`src/rtl/tx_fifo_store_fwd.sv`:
```
// Transmit character FIFO between the RMAP reply path and the SpaceWire transmitter.
// In store-and-forward mode only packets whose EOP/EEP is already stored are readable.
module tx_fifo_store_fwd #(
  parameter int DEPTH     = 64,
  parameter int STORE_FWD = 1
) (
  input  logic                     clk,
  input  logic                     reset,
  input  logic                     writeEnable,
  input  logic [8:0]               dataIn,
  output logic                     full,
  input  logic                     readEnable,
  output logic [8:0]               dataOut,
  output logic                     empty,
  output logic [$clog2(DEPTH):0]   count,
  output logic [$clog2(DEPTH):0]   pktCount,
  output logic                     overflow,
  output logic                     underflow
);

  localparam int AW = $clog2(DEPTH);
  localparam logic [AW:0]   FULL_CNT = {1'b1, {AW{1'b0}}};
  localparam logic [AW:0]   CNT_ZERO = '0;
  localparam logic [AW:0]   CNT_ONE  = {{AW{1'b0}}, 1'b1};
  localparam logic [AW-1:0] PTR_ONE  = {{(AW-1){1'b0}}, 1'b1};

  logic [8:0]    mem [DEPTH];
  logic [AW-1:0] wr_ptr_q, wr_ptr_d;
  logic [AW-1:0] rd_ptr_q, rd_ptr_d;
  logic [AW:0]   count_q, count_d;
  logic [AW:0]   pkt_q, pkt_d;
  logic [8:0]    dout_q, dout_d;
  logic          cut_q, cut_d;
  logic          full_q, full_d;
  logic          empty_q, empty_d;
  logic          ovf_q, ovf_d;
  logic          unf_q, unf_d;

  logic          wr_acc, rd_acc;
  logic          wr_term, rd_term;
  logic [8:0]    rd_word;

  assign wr_acc  = writeEnable && !full_q;
  assign rd_acc  = readEnable && !empty_q;
  assign rd_word = mem[rd_ptr_q];
  assign wr_term = dataIn[8] && (dataIn[7:1] == 7'h00);
  assign rd_term = rd_word[8] && (rd_word[7:1] == 7'h00);

  always_comb begin
    wr_ptr_d = wr_ptr_q;
    rd_ptr_d = rd_ptr_q;
    count_d  = count_q;
    pkt_d    = pkt_q;
    dout_d   = dout_q;
    cut_d    = cut_q;
    full_d   = full_q;
    empty_d  = empty_q;
    ovf_d    = ovf_q;
    unf_d    = unf_q;

    if (wr_acc) wr_ptr_d = wr_ptr_q + PTR_ONE;
    if (rd_acc) begin
      rd_ptr_d = rd_ptr_q + PTR_ONE;
      dout_d   = rd_word;
    end

    case ({wr_acc, rd_acc})
      2'b10:   count_d = count_q + CNT_ONE;
      2'b01:   count_d = count_q - CNT_ONE;
      default: count_d = count_q;
    endcase

    case ({wr_acc && wr_term, rd_acc && rd_term})
      2'b10:   pkt_d = pkt_q + CNT_ONE;
      2'b01:   pkt_d = pkt_q - CNT_ONE;
      default: pkt_d = pkt_q;
    endcase

    full_d = (count_d == FULL_CNT);

    // A packet larger than the FIFO can never complete, so let it drain as in plain mode.
    if (STORE_FWD != 0) begin
      if (full_d && (pkt_d == CNT_ZERO)) cut_d = 1'b1;
      if ((rd_acc && rd_term) || (count_d == CNT_ZERO)) cut_d = 1'b0;
      empty_d = (count_d == CNT_ZERO) || ((pkt_d == CNT_ZERO) && !cut_d);
    end else begin
      cut_d   = 1'b0;
      empty_d = (count_d == CNT_ZERO);
    end

    // A paired read+write is a balanced access; it never counts as over/underflow.
    ovf_d = ovf_q || (writeEnable && full_q && !readEnable);
    unf_d = unf_q || (readEnable && empty_q && !writeEnable);
  end

  always_ff @(posedge clk or posedge reset) begin
    if (reset) begin
      wr_ptr_q <= '0;
      rd_ptr_q <= '0;
      count_q  <= '0;
      pkt_q    <= '0;
      dout_q   <= 9'h000;
      cut_q    <= 1'b0;
      full_q   <= 1'b0;
      empty_q  <= 1'b1;
      ovf_q    <= 1'b0;
      unf_q    <= 1'b0;
    end else begin
      wr_ptr_q <= wr_ptr_d;
      rd_ptr_q <= rd_ptr_d;
      count_q  <= count_d;
      pkt_q    <= pkt_d;
      dout_q   <= dout_d;
      cut_q    <= cut_d;
      full_q   <= full_d;
      empty_q  <= empty_d;
      ovf_q    <= ovf_d;
      unf_q    <= unf_d;
    end
  end

  always_ff @(posedge clk) begin
    if (wr_acc) mem[wr_ptr_q] <= dataIn;
  end

  assign full      = full_q;
  assign empty     = empty_q;
  assign count     = count_q;
  assign pktCount  = pkt_q;
  assign dataOut   = dout_q;
  assign overflow  = ovf_q;
  assign underflow = unf_q;

endmodule

```
`config.mk`:
```
export PLATFORM = sky130hd
export DESIGN_NAME = tx_fifo_store_fwd
export DESIGN_NICKNAME = d
export VERILOG_FILES = /design/src/rtl/tx_fifo_store_fwd.sv
export SDC_FILE = /design/constraint.sdc
export NUM_CORES = 1
export LEC_CHECK = 0
export ABC_CLOCK_PERIOD_IN_PS = 5700
export BUFFER_PORTS_ARGS = -buffer_cell sky130_fd_sc_hd__buf_2
export CORE_UTILIZATION = 30
export DETAILED_ROUTE_END_ITERATION = 10
export GPL_TIMING_DRIVEN = 0
export SYNTH_ARGS = -nofsm -noshare
export SYNTH_HDL_FRONTEND = slang
export SYNTH_SLANG_ARGS = --single-unit
export TNS_END_PERCENT = 50
```
`constraint.sdc`:
```
create_clock -name clk -period 5.7 [get_ports clk]
set_input_delay 0.285 -clock clk [delete_from_list [all_inputs] [get_ports clk]]
set_output_delay 0.285 -clock clk [all_outputs]
set_load 0.01 [all_outputs]
```
# == Word-level counts from Yosys, hierarchy flattened ==
# Memory sizes are Yosys's and may differ from the RTL's.
# Cells that the tools add are included.
# totals
register_bits,40
mem_bits_rw,576
inputBits,13
elab_cells,53
n_memories,1
# classes
n_addsub,6
eq_ne,5
muxes,6
reduce_logical,25
# memory_table
name,depth,width,rd,rd_ports_with_merged_regs,write_ports,line,source
mem,64,9,1,0,1,27,logic [8:0] mem [DEPTH];
# op_table
op,count
$logic_not A7 Y1,4
$pmux W7 S2,2
$add A7 B1 Y7 const B,2
$sub A7 B1 Y7 const B,2
$add A6 B1 Y6 const B,2
$logic_and A1 B1 Y1,12
$eq A7 B7 Y1 const B,1
$logic_not A1 Y1,5
$eq A2 B1 Y1 const B,2
$eq A2 B2 Y1 const B,2
$logic_or A1 B1 Y1,4
$mux W1,4

# == Longest topological paths before layout ==
# An unclocked memory read counts as a cell.
# logic_depth
depth_word,13
depth_mapped,22

# == Least setup slack after synthesis ==
# Ideal clock, no wire load.
# synth_timing
kind,flip-flop to flip-flop
start,reg rd_ptr_q[0]
end,reg cut_q
setup_time_ps,86
t_arrival_ps,4974
slack_ps,640
path_stages_with_launch,21
synth_period_minus_slack_ps,5060
cell_sequence,dfrtp_1 > buf_6 > buf_4 > buf_4 > mux4_2 > a22oi_1 > nand3_1 > a22oi_1 > nand4_1 > nor4b_2 > ha_1 > inv_1 > fa_1 > nor2b_1 > o21a_1 > o21a_1 > o31ai_1 > or4_1 > or4b_1 > o21ba_2 > nor3_1
# synth_via
elab_chain_len,10
# synth_rtl
item,line,source
from (decl),29,"logic [AW-1:0] rd_ptr_q, rd_ptr_d;"
from (signal assigned),110,rd_ptr_q <= rd_ptr_d;
$mem_v2 Z64 W9 *,-,
$logic_not A7 Y1,47,assign rd_term = rd_word[8] && (rd_word[7:1] == 7'h00);
$logic_and A1 B1 Y1 *,47,
$logic_and A1 B1 Y1 *,73,"case ({wr_acc && wr_term, rd_acc && rd_term})"
$eq A2 B1 Y1 / $eq A2 B2 Y1 (equally long branches),73,
$pmux W7 S2 *,73,
named net pkt_d[4],31,"logic [AW:0] pkt_q, pkt_d;"
$logic_not A7 Y1 *,83,if (full_d && (pkt_d == CNT_ZERO)) cut_d = 1'b1;
$logic_and A1 B1 Y1 *,83,
$mux W1 *,83,
$mux W1 *,84,if ((rd_acc && rd_term) || (count_d == CNT_ZERO)) cut_d = 1'b0;
named net cut_d,33,"logic cut_q, cut_d;"
to (signal assigned),114,cut_q <= cut_d;
to (decl),33,
# The timed path passes the listed nets; every way through them passes the cells marked *.
# A chain may end at the register's enable or synchronous reset.

# == Worst setup path after layout ==
# layout_timing
start,reg rd_ptr_q[1]
end,reg cut_q
# Same word-level chain as after synthesis.

==> impl_summary.txt <==
----------------------------------------------------
[Die]
  Die X ... 288 µm
  Initial standard-cell utilization of the core ... 30.4%
  Number of top-level design ports ... 40
  Total core area ... 80800 µm²
  Floorplan die area ... 83100 µm²
  Row count ... 104
  Die outline height ... 288 µm

[Setup path]
  Worst Path Class, Setup ... flop to flop
  Start of the worst register-to-register path ... rd_ptr_q[1]
  Critical path fanouts, max ... 10
  Startpoint types ... flop
  R2R cell count ... 20
  Reg-to-reg slack, setup ... 100 ps
  CP required ... 6230 ps
  CP Data Arrival Time ... 6120 ps
  Setup crit end kind ... flop
  Reg-to-reg endpoint ... cut_q

[Timing]
  Final total negative setup slack ... 0 ps
  Final-report setup violation count ... 0
  Max Freq ... 179 MHz
  Pin slew with the least headroom to its limit ... 1350 ps
  Worst clock skew on the final layout ... 31.4 ps
  Final Hold Vio Count ... 0
  Number of pins with negative max-slew slack in the final report ... 0
  Minimum clock period ... 5600 ps
  Max-Slew Margin vs Limit ... 10.0%
  Tcrit/Tclk final ... 98.2%

[Synth]
  Number of distinct library cells after synthesis ... 63
  Sequential area share after synthesis ... 74.4%
  Largest family of logic cells by synthesized area ... multiplexers
  Share of the synthesized area in the top cell type ... 70.4%
  Syn Nets ... 1277
  Most common library cells after synthesis ... sky130_fd_sc_hd__edfxtp_1 (576), sky130_fd_sc_hd__mux4_2 (122), sky130_fd_sc_hd__nor2_1 (84)
  Dominant cell by count in the synthesized netlist ... sky130_fd_sc_hd__edfxtp_1
  FFs w/ async S/R, synth ... 6.49%
  Instance count of the mapped netlist ... 1248
  Warnings, synthesis ... 0
  Number of synthesized flops with an enable pin ... 576
  Xor and xnor fraction of the mapped netlist area ... 0.748%
  Syn Std Cell Area ... 24600 µm²
  Adder-cell area share of the yosys netlist ... 0.875%
  Most area-consuming cells after synthesis ... sky130_fd_sc_hd__edfxtp_1 (70%), sky130_fd_sc_hd__mux4_2 (11%), sky130_fd_sc_hd__dfrtp_1 (4.0%), sky130_fd_sc_hd__mux2i_1 (1.8%), sky130_fd_sc_hd__mux4_1 (1.6%)
  Post-synth top area cell ... sky130_fd_sc_hd__edfxtp_1
  Multiplexer share of the synthesized area ... 15.0%
  Post-synthesis compound-gate area fraction ... 3.14%
  Total of flip-flops plus latches after synthesis ... 616
  Synth Area per Inst ... 19.7 µm²
  Flip-flop cell with the highest count after synthesis ... sky130_fd_sc_hd__edfxtp_1
  Basic-gate share of the synthesized area counting and, or, nand and nor cells ... 4.11%

[Drt]
  Post-detailed-routing wire length ... 68400 µm
  Post-DR vias/cell ... 5.24
  Detailed-router iteration count before antenna repair ... 8
  DRC violations left ... 7
  Post-route antenna net violation count ... 0
  First DRT Iteration DRCs ... 1670
  Via count of the routed design ... 13141
  Per-cell routed wire length ... 27.2 µm

[Finish]
  Non-filler cells in the finished layout ... 2509
  Inserted Diodes ... 0
  Share of layout cells above drive strength 1 ... 27.9%
  Net count, final ... 1428
  Synth-to-layout area growth ... 18.8%
  Multi-input gate area ... 6140 µm²
  Fill cells ... 7320
  Area taken by flip-flops and latches ... 18300 µm²

[Pwr]
  Power Density ... 501 nW/µm²
  VDD IR-drop max ... 0.232 mV
  Static leakage ... 9.45 nW

[Global route]
  Via count of the first global-routing pass ... 12985
  Global-route wire length before repair ... 95200 µm
  Met2 track utilization from global routing ... 25.8%
  Combined global-route utilization of all metal layers ... 16.3%
  Global routing met3 resource utilization ... 3.85%
  Largest net degree at the start of global routing ... 66
  Initial antenna violation count ... 2
  GRT Residual Overflow ... 0
  Most congested layer reported by global routing ... met2
  Met1 usage in global routing ... 21.8%

[Clock network]
  Max clock buf depth ... 3
  Root buffer cell ... sky130_fd_sc_hd__clkbuf_16
  Clock transition at the register clock pins on the worst setup and hold paths after CTS ... 60 ps
  H-tree depth ... 3
  Number of clock sinks ... 616
  Clock latency at the later pin of the worst-skew pair ... 610 ps
  TritonCTS clock tree ... yes
  Clock buffers created by TritonCTS ... 66

[Placement]
  Post-DP HPWL ... 41800 µm
  Placed Instances ... 2347
  Placer Congestion ... 0.955
  Count of port buffers added during placement ... 39

[Run status]
  Failing checks ... design-rule violations
  Outcome ... finished with violations

[Hold path]
  Tightest Hold Check Type ... input port to asynchronous set/reset pin

[Job]
  Max-capacitance violation count ... 0

----------------------------------------------------
==> worst max-delay path, stage by stage (launching register included) <==
cell and delay (ps):
sky130_fd_sc_hd__dfrtp_1 360, sky130_fd_sc_hd__buf_2 250, sky130_fd_sc_hd__buf_4 350, sky130_fd_sc_hd__buf_6 300, sky130_fd_sc_hd__mux4_2 370, sky130_fd_sc_hd__o211ai_1 350, sky130_fd_sc_hd__o2111ai_1 230, sky130_fd_sc_hd__a21oi_1 390
sky130_fd_sc_hd__nor4b_4 90, sky130_fd_sc_hd__buf_4 180, sky130_fd_sc_hd__ha_4 180, sky130_fd_sc_hd__buf_4 130, sky130_fd_sc_hd__ha_1 310, sky130_fd_sc_hd__nor2b_1 140, sky130_fd_sc_hd__o21a_1 200, sky130_fd_sc_hd__nor3_1 150
sky130_fd_sc_hd__o31ai_1 110, sky130_fd_sc_hd__or4_4 550, sky130_fd_sc_hd__or4b_4 510, sky130_fd_sc_hd__o21ba_2 220, sky130_fd_sc_hd__nor3_2 140
==> sequential cells by signal, summed over array words and instances (netlist names) <==
signal and cells:
overflow 1, pktCount 7, underflow 1, dataOut 9, full 1, wr_ptr_q 6
rd_ptr_q 6, count 7, cut_q 1, mem 576, empty 1
==> final cells by class <==
class                      instances  share of cell area [%]
timing repair buffer              83                    2.30
sequential                       616                    62.7
inverter                          13                   0.184
clock buffer                      84                    5.96
multi-input combinational        556                    21.0
buffer                            63                    2.48
clock inverter                    34                   0.853
tap                             1060                    4.54
==> cells in the final DEF, fill, tap and decap left out, drive strengths merged, types with 10 or more instances in the layout <==
cell type	n
mux4	137
buf	113
ha	14
mux2	10
nand2	61
xnor2	15
o21ai	20
inv	17
clkinv	26
mux2i	43
o211ai	10
nor2	84
a21oi	16
edfxtp	576
nand3	18
a22oi	25
dfrtp	39
clkbuf	113
nor2b	13
==> per-stage QoR <==
step | total power [mW] | cell area [µm²] | hold slack, ps | worst slack (ps) | utilization [%]
floorplan | 8.01 | 24600 | 381 | 640 | -
global placement | 9.75 | 26100 | 454 | -1670 | 32.3
detailed placement | 9.79 | 26100 | 471 | -1810 | 32.3
CTS | 14.1 | 28500 | 421 | 10.1 | 35.3
global route | 15.1 | 29200 | 467 | -37.7 | 36.1
finish | 14.6 | 29200 | 430 | 104 | 36.1
==> where the power goes <==
group / internal, mW / total [mW] / switching (mW)
combinational: 2.25 / 5.28 / 3.03
clock: 2.26 / 4.01 / 1.75
sequential: 5.21 / 5.35 / 0.138
total: 9.72 / 14.6 / 4.92
==> timing repair <==
item | 4_1_cts | 5_1_grt
hold buffers | 4 | 0
setup buffers | 6 | 29
pin swaps | 6 | 15
setup endpoints to repair | 8 | 2
endpoints found under the hold margin | 41 | 0
gates cloned | 0 | 5
resized for setup | 109 | 65
==> logic make-up (layout without fill, tap and decap cells) <==
group | count (synthesis) | after routing
DFF | 616 | 616
and+or+nand+nor | 218 | 218
muxes | 190 | 190
AOI/OAI and AO/OA | 111 | 111
buffers and inverters | 76 | 277
xor gates and xnor gates | 21 | 21
adders and majority gates | 16 | 16
==> layer usage <==
layer,routed length [µm],part of all wire (%)
met1,27700,41
met2,32000,47
met3,6260,9.2
met4,2330,3.4
met5,9,0.013
==> worst max-delay path by stage <==
stage / to / cells after the start / slack (ps) / startpoint
after floorplan: cut_q / 20 / 640 / rd_ptr_q[0]
after global placement: cut_q / 20 / -1670 / rd_ptr_q[1]
after detailed placement: cut_q / 20 / -1810 / rd_ptr_q[1]
after CTS: cut_q / 20 / 10 / rd_ptr_q[0]
after global routing: cut_q / 21 / -40 / rd_ptr_q[0]
final: cut_q / 20 / 100 / rd_ptr_q[1]
Power figures use the tool's default switching activity.
